==> config.mk <==
export PLATFORM = sky130hd
export DESIGN_NAME = reg_status_file_flat
export DESIGN_NICKNAME = d
export VERILOG_FILES = /design/src/rtl/reg_status_file_if.sv /design/src/rtl/reg_status_file.sv /design/src/flat_wrapper.sv
export SDC_FILE = /design/constraint.sdc
export NUM_CORES = 2
export LEC_CHECK = 0
export BUFFER_PORTS_ARGS = -buffer_cell sky130_fd_sc_hd__buf_4
export CORE_ASPECT_RATIO = 1.5
export CORE_MARGIN = 2
export CORE_UTILIZATION = 55
export CTS_BUF_LIST = sky130_fd_sc_hd__clkbuf_2
export CTS_CLUSTER_SIZE = 10
export DETAILED_ROUTE_END_ITERATION = 10
export GPL_ROUTABILITY_DRIVEN = 0
export PLACE_DENSITY_LB_ADDON = 0.12
export SKIP_LAST_GASP = 1
export SYNTH_ARGS = -nofsm -noshare
export SYNTH_HDL_FRONTEND = slang
export SYNTH_SLANG_ARGS = --single-unit
==> constraint.sdc <==
create_clock -name clk_in -period 11.96 [get_ports clk_in]
set_input_delay 2.392 -clock clk_in [delete_from_list [all_inputs] [get_ports clk_in]]
set_output_delay 2.392 -clock clk_in [all_outputs]
set_load 0.01 [all_outputs]
==> src/rtl/reg_status_file_if.sv <==
// rtl/reg_status_file_if.sv - rename/commit/operand-read bundle for reg_status_file
interface reg_status_file_if #(
  parameter int REG_W = 5,
  parameter int TAG_W = 4,
  parameter int XLEN  = 32
);
  logic             issue_valid;
  logic [REG_W-1:0] issue_rd;
  logic [TAG_W-1:0] issue_tag;
  logic             commit_valid;
  logic [TAG_W-1:0] commit_tag;
  logic [XLEN-1:0]  commit_val;
  logic             predict_fail;
  logic [REG_W-1:0] rs1_idx;
  logic [REG_W-1:0] rs2_idx;
  logic [XLEN-1:0]  rs1_val;
  logic [TAG_W-1:0] rs1_tag;
  logic             rs1_ready;
  logic [XLEN-1:0]  rs2_val;
  logic [TAG_W-1:0] rs2_tag;
  logic             rs2_ready;

  modport master (
    output issue_valid, issue_rd, issue_tag,
    output commit_valid, commit_tag, commit_val,
    output predict_fail, rs1_idx, rs2_idx,
    input  rs1_val, rs1_tag, rs1_ready,
    input  rs2_val, rs2_tag, rs2_ready
  );

  modport slave (
    input  issue_valid, issue_rd, issue_tag,
    input  commit_valid, commit_tag, commit_val,
    input  predict_fail, rs1_idx, rs2_idx,
    output rs1_val, rs1_tag, rs1_ready,
    output rs2_val, rs2_tag, rs2_ready
  );
endinterface

==> src/rtl/reg_status_file.sv <==
// rtl/reg_status_file.sv - architectural registers with per-register rename tag and commit bypass
module reg_status_file #(
  parameter int REG_NUM = 32,
  parameter int REG_W   = 5,
  parameter int TAG_W   = 4,
  parameter int XLEN    = 32
) (
  input  logic                clk_in,
  input  logic                rst_in,
  input  logic                rdy_in,
  reg_status_file_if.slave    bus
);

  typedef struct packed {
    logic             ready;
    logic [TAG_W-1:0] tag;
    logic [XLEN-1:0]  val;
  } rd_res_t;

  logic [XLEN-1:0]    val_q [REG_NUM];
  logic [XLEN-1:0]    val_d [REG_NUM];
  logic [TAG_W-1:0]   tag_q [REG_NUM];
  logic [TAG_W-1:0]   tag_d [REG_NUM];
  logic [REG_NUM-1:0] busy_q;
  logic [REG_NUM-1:0] busy_d;

  logic [REG_W-1:0]   rd_idx [2];
  rd_res_t            rd_res [2];

  // Next state: commit CAM first, then flush or issue override the busy bits.
  always_comb begin
    val_d  = val_q;
    tag_d  = tag_q;
    busy_d = busy_q;
    if (rdy_in) begin
      for (int r = 1; r < REG_NUM; r++) begin
        if (bus.commit_valid && busy_q[r] && (tag_q[r] == bus.commit_tag)) begin
          val_d[r]  = bus.commit_val;
          busy_d[r] = 1'b0;
        end
      end
      if (bus.predict_fail) begin
        busy_d = '0;
      end else if (bus.issue_valid && (bus.issue_rd != '0)) begin
        busy_d[bus.issue_rd] = 1'b1;
        tag_d[bus.issue_rd]  = bus.issue_tag;
      end
    end
    val_d[0]  = '0;
    tag_d[0]  = '0;
    busy_d[0] = 1'b0;
  end

  always_ff @(posedge clk_in) begin
    if (rst_in) begin
      for (int r = 0; r < REG_NUM; r++) begin
        val_q[r] <= '0;
        tag_q[r] <= '0;
      end
      busy_q <= '0;
    end else begin
      val_q  <= val_d;
      tag_q  <= tag_d;
      busy_q <= busy_d;
    end
  end

  assign rd_idx[0] = bus.rs1_idx;
  assign rd_idx[1] = bus.rs2_idx;

  // Reads see pre-edge state; a same-cycle issue is invisible, a matching commit is forwarded.
  for (genvar p = 0; p < 2; p++) begin : g_read
    always_comb begin
      rd_res[p].ready = 1'b1;
      rd_res[p].tag   = tag_q[rd_idx[p]];
      rd_res[p].val   = val_q[rd_idx[p]];
      if (rd_idx[p] == '0) begin
        rd_res[p].tag = '0;
        rd_res[p].val = '0;
      end else if (busy_q[rd_idx[p]]) begin
        if (bus.commit_valid && (bus.commit_tag == tag_q[rd_idx[p]])) begin
          rd_res[p].val = bus.commit_val;
        end else begin
          rd_res[p].ready = 1'b0;
        end
      end
    end
  end

  assign bus.rs1_ready = rd_res[0].ready;
  assign bus.rs1_tag   = rd_res[0].tag;
  assign bus.rs1_val   = rd_res[0].val;
  assign bus.rs2_ready = rd_res[1].ready;
  assign bus.rs2_tag   = rd_res[1].tag;
  assign bus.rs2_val   = rd_res[1].val;

endmodule

==> src/flat_wrapper.sv <==
// flat-port wrapper written by rule: the top's interface ports become plain ports
module reg_status_file_flat 
#(
  parameter int REG_NUM = 32,
  parameter int REG_W   = 5,
  parameter int TAG_W   = 4,
  parameter int XLEN    = 32
)
  (clk_in, rst_in, rdy_in, bus_issue_valid, bus_issue_rd, bus_issue_tag, bus_commit_valid, bus_commit_tag, bus_commit_val, bus_predict_fail, bus_rs1_idx, bus_rs2_idx, bus_rs1_val, bus_rs1_tag, bus_rs1_ready, bus_rs2_val, bus_rs2_tag, bus_rs2_ready);
  reg_status_file_if #(.REG_W(REG_W), .TAG_W(TAG_W), .XLEN(XLEN)) bus_i ();
  input  logic clk_in;
  input  logic rst_in;
  input  logic rdy_in;
  input wire logic [$bits(bus_i.issue_valid)-1:0] bus_issue_valid;
  input wire logic [$bits(bus_i.issue_rd)-1:0] bus_issue_rd;
  input wire logic [$bits(bus_i.issue_tag)-1:0] bus_issue_tag;
  input wire logic [$bits(bus_i.commit_valid)-1:0] bus_commit_valid;
  input wire logic [$bits(bus_i.commit_tag)-1:0] bus_commit_tag;
  input wire logic [$bits(bus_i.commit_val)-1:0] bus_commit_val;
  input wire logic [$bits(bus_i.predict_fail)-1:0] bus_predict_fail;
  input wire logic [$bits(bus_i.rs1_idx)-1:0] bus_rs1_idx;
  input wire logic [$bits(bus_i.rs2_idx)-1:0] bus_rs2_idx;
  output wire logic [$bits(bus_i.rs1_val)-1:0] bus_rs1_val;
  output wire logic [$bits(bus_i.rs1_tag)-1:0] bus_rs1_tag;
  output wire logic [$bits(bus_i.rs1_ready)-1:0] bus_rs1_ready;
  output wire logic [$bits(bus_i.rs2_val)-1:0] bus_rs2_val;
  output wire logic [$bits(bus_i.rs2_tag)-1:0] bus_rs2_tag;
  output wire logic [$bits(bus_i.rs2_ready)-1:0] bus_rs2_ready;
  assign bus_i.issue_valid = bus_issue_valid;
  assign bus_i.issue_rd = bus_issue_rd;
  assign bus_i.issue_tag = bus_issue_tag;
  assign bus_i.commit_valid = bus_commit_valid;
  assign bus_i.commit_tag = bus_commit_tag;
  assign bus_i.commit_val = bus_commit_val;
  assign bus_i.predict_fail = bus_predict_fail;
  assign bus_i.rs1_idx = bus_rs1_idx;
  assign bus_i.rs2_idx = bus_rs2_idx;
  assign bus_rs1_val = bus_i.rs1_val;
  assign bus_rs1_tag = bus_i.rs1_tag;
  assign bus_rs1_ready = bus_i.rs1_ready;
  assign bus_rs2_val = bus_i.rs2_val;
  assign bus_rs2_tag = bus_i.rs2_tag;
  assign bus_rs2_ready = bus_i.rs2_ready;
  reg_status_file #(.REG_NUM(REG_NUM), .REG_W(REG_W), .TAG_W(TAG_W), .XLEN(XLEN)) u_core (.clk_in(clk_in), .rst_in(rst_in), .rdy_in(rdy_in), .bus(bus_i));
endmodule
==> flow_summary.json <==
{
  "met1_usage": 0.440,
  "cts-resized-gates": 0,
  "worstMarginPinSlew_ns": 1.30,
  "final-hold-violation-count": 0,
  "dr.pass1.iters": 6,
  "vias_per_cell": 6.58,
  "p_sw_mw": 2.04,
  "area_delta_synth_final_pct": 5.21,
  "syn-num-nets": 5744,
  "cts_hold_buf": 0,
  "reg2reg_to": "u_core.val_q[842]",
  "layout.cells.most_common": "dfxtp_1",
  "hold_start": "u_core.val_q[559]",
  "worstSkewPairLatency_ns": 1.73,
  "dieHeight_um": 414,
  "slowest_stage": "nand4_4",
  "critPathLaunchType": "primary input",
  "cts_buffers": 298,
  "cp.depth": 10,
  "ys_types": 59,
  "fin_area_um2": 64900,
  "post-route-drc-count": 0,
  "overflow": 0,
  "power_switching_share": 0.290,
  "yosys.area_share.simple": 0.105,
  "fin_util": 0.583,
  "rows": 150,
  "crit_buf_inv": 3,
  "outcome": "finished, final reports clean",
  "power_density_nw_per_um2": 109,
  "grt_max_degree": 213,
  "synthXorXnorAreaFrac": 0.0190,
  "ir_drop_v": 0.0000697,
  "syn_avg_cell_area_um2": 10.9,
  "reg2regPathDepth": 6,
  "critPathMaxStageDelay_ns": 0.99,
  "io_buffer_count": 134,
  "ant_nets": 0,
  "hold_path_depth": 2,
  "drt_wl_total_um": 206000,
  "clockPowerShare": 0.383,
  "clock_sinks": 1147,
  "setup.worst_path.class": "in -> out",
  "cp-end-kind": "output port",
  "crit_fanout": 89,
  "synth_mux_area_frac": 0.417,
  "hold_path_class": "reg -> reg",
  "syn_area_um2": 61700,
  "final.period_utilization": 0.802,
  "synth_compound_area_frac": 0.0411,
  "cts_tree": "done",
  "holdPathEnd": "u_core.val_q[559]",
  "root_buffer": "clkbuf_2",
  "synthArstFlopShare": 0,
  "fin_worst_skew_ns": 0.164,
  "synthCells": 5683,
  "power_mw": 7.06,
  "crit_chain": "buf_8 > buf_4 > a221oi_1 > a2111oi_0 > a31oi_1 > nand3_1 > xnor2_1 > nand4_4 > mux2_4 > buf_4",
  "start_util": 0.554,
  "die_area_um2": 115000,
  "synth_fa_ha_area_frac": 0,
  "dpl.hpwl_um": 110000,
  "global_route.peak_usage_layer": "met2",
  "fin_nets": 5635,
  "grt_pass1_wl_um": 304000,
  "ys_ff_latch": 1147,
  "synth_top_family_by_area": "multiplexers",
  "ios": 135,
  "num_vias": 47400,
  "maxCapViolCount": 0,
  "timing.critical_path.mode_cell": "buf_4",
  "first_global_vias": 46700,
  "grt_setup_unrepaired": "no",
  "power_leakage_nw": 29.6,
  "ys_seq_area_frac": 0.372,
  "p_seq_frac": 0.541,
  "synth_warnings": 0,
  "maxSlewViolCount": 0,
  "placed_cell_area_um2": 62400,
  "required_ns": 9.57,
  "timing.rr.start": "u_core.tag_q[107]",
  "period_needed_ns": 9.59,
  "met3_usage": 0.0754,
  "finalSetupViolations": 0,
  "rrSetupSlack_ns": 9.15,
  "grtUsageTotal": 0.355,
  "antenna_found_initial": 6,
  "arrival_ns": 7.19,
  "p_int_mw": 5.01,
  "cp_top_family": "buffers and inverters",
  "cts.htree.levels": 5,
  "avgRoutedWirePerCell_um": 28.6,
  "layout_common_cells": "dfxtp_1 (1147), mux2i_1 (942), nor2_1 (899)",
  "holdWs_ns": 0.467,
  "die_x_um": 277,
  "max_clock_freq_ghz": 0.104,
  "drive_above_1_share": 0.255,
  "drtIter0Drc": 4805,
  "slew_headroom": 0.126,
  "clockBufferDepth": 4,
  "gr-usage-met2": 0.580,
  "tns_ns": 0,
  "ys.flop_type": "dfxtp_1",
  "core-area_um2": 111000,
  "combPwrFrac": 0.076,
  "clk_pin_slew_ns": 0.09,
  "postCtsSetupBuffers": 0,
  "synth-edff-count": 0
}
==> how the worst max path moves through the flow <==
| stage | from | endpoint | slack [ns] |
|---|---|---|---|
| floorplan | bus_rs1_idx[2] | bus_rs1_val[0] | 4.78 |
| global placement | bus_rs1_idx[2] | bus_rs1_val[4] | 2.55 |
| detailed placement | bus_rs1_idx[2] | bus_rs1_val[7] | 2.50 |
| CTS | bus_rs1_idx[2] | bus_rs1_val[7] | 2.54 |
| global route | bus_rs1_idx[2] | bus_rs1_val[18] | 2.21 |
| finish | bus_rs1_idx[2] | bus_rs1_val[7] | 2.37 |
==> power groups by stage <==
stage | logic [mW] | clock network, mW | registers (mW)
after floorplan | 0.386 | 0 | 3.91
after global placement | 0.528 | 0 | 3.91
after detailed placement | 0.527 | 0 | 3.91
after CTS | 0.527 | 2.75 | 3.82
after global routing | 0.555 | 2.94 | 3.82
final | 0.534 | 2.70 | 3.82
==> layer usage <==
metal / part of all wire / vias to the layer above
met2: 0.48 / 2385
li1: - / 20400
met5: 0.00020 / -
met4: 0.058 / 6
met3: 0.083 / 621
met1: 0.38 / 23900
==> cells by family after synthesis <==
| kind of cell | count (synthesis) |
|---|---|
| buffers and inverters | 626 |
| multiplexers | 1756 |
| AO/OA/AOI/OAI | 419 |
| flip-flops | 1147 |
| XOR/XNOR | 132 |
| AND/OR/NAND/NOR | 1603 |
==> Yosys cell counts (all sizes together) (27+ instances only) <==
| cell type | count | share of area |
|---|---|---|
| nand4 | 41 | 0.0043 |
| buf | 202 | 0.020 |
| a22o | 68 | 0.0097 |
| nor2 | 900 | 0.055 |
| mux2 | 203 | 0.041 |
| a21oi | 279 | 0.023 |
| a22oi | 27 | 0.0033 |
| nand2 | 507 | 0.031 |
| xnor2 | 34 | 0.0051 |
| mux2i | 942 | 0.15 |
| nor3 | 36 | 0.0029 |
| mux4 | 611 | 0.22 |
| xor2 | 98 | 0.014 |
| clkbuf | 416 | 0.025 |
| dfxtp | 1147 | 0.37 |
| nand3 | 63 | 0.0051 |
==> final cells by class <==
cell class / instances / area, µm²
Timing Repair Buffer: 209 / 1700
Clock buffer: 411 / 2060
Clock inverter: 66 / 413
Tap cell: 1444 / 1810
Multi-Input combinational cell: 3910 / 35900
Inverter: 8 / 35.0
Fill cell: 9639 / 46400
Antenna cell: 7 / 17.5
Sequential cell: 1147 / 23000
==> per-stage QoR <==
| step | cells | setup slack (ns) |
|---|---|---|
| 6_report | 7202 | 2.37 |
| 3_5_place_dp | 6718 | 2.50 |
| 2_1_floorplan | 5683 | 4.78 |
| 5_1_grt | 7202 | 2.21 |
| 4_1_cts | 7195 | 2.54 |
| 3_3_place_gp | 6718 | 2.55 |
==> tightest hold or removal path: stages, from the launching register on <==
cell and delay (ns):
dfxtp_1 0.33, nand2_1 0.05, a21oi_1 0.05
==> state kept, by name, indices dropped and copies added (netlist names) <==
name,count
u_core.busy_q,31
u_core.tag_q,124
u_core.val_q,992
No activity file was read; power rests on OpenSTA's default activity.
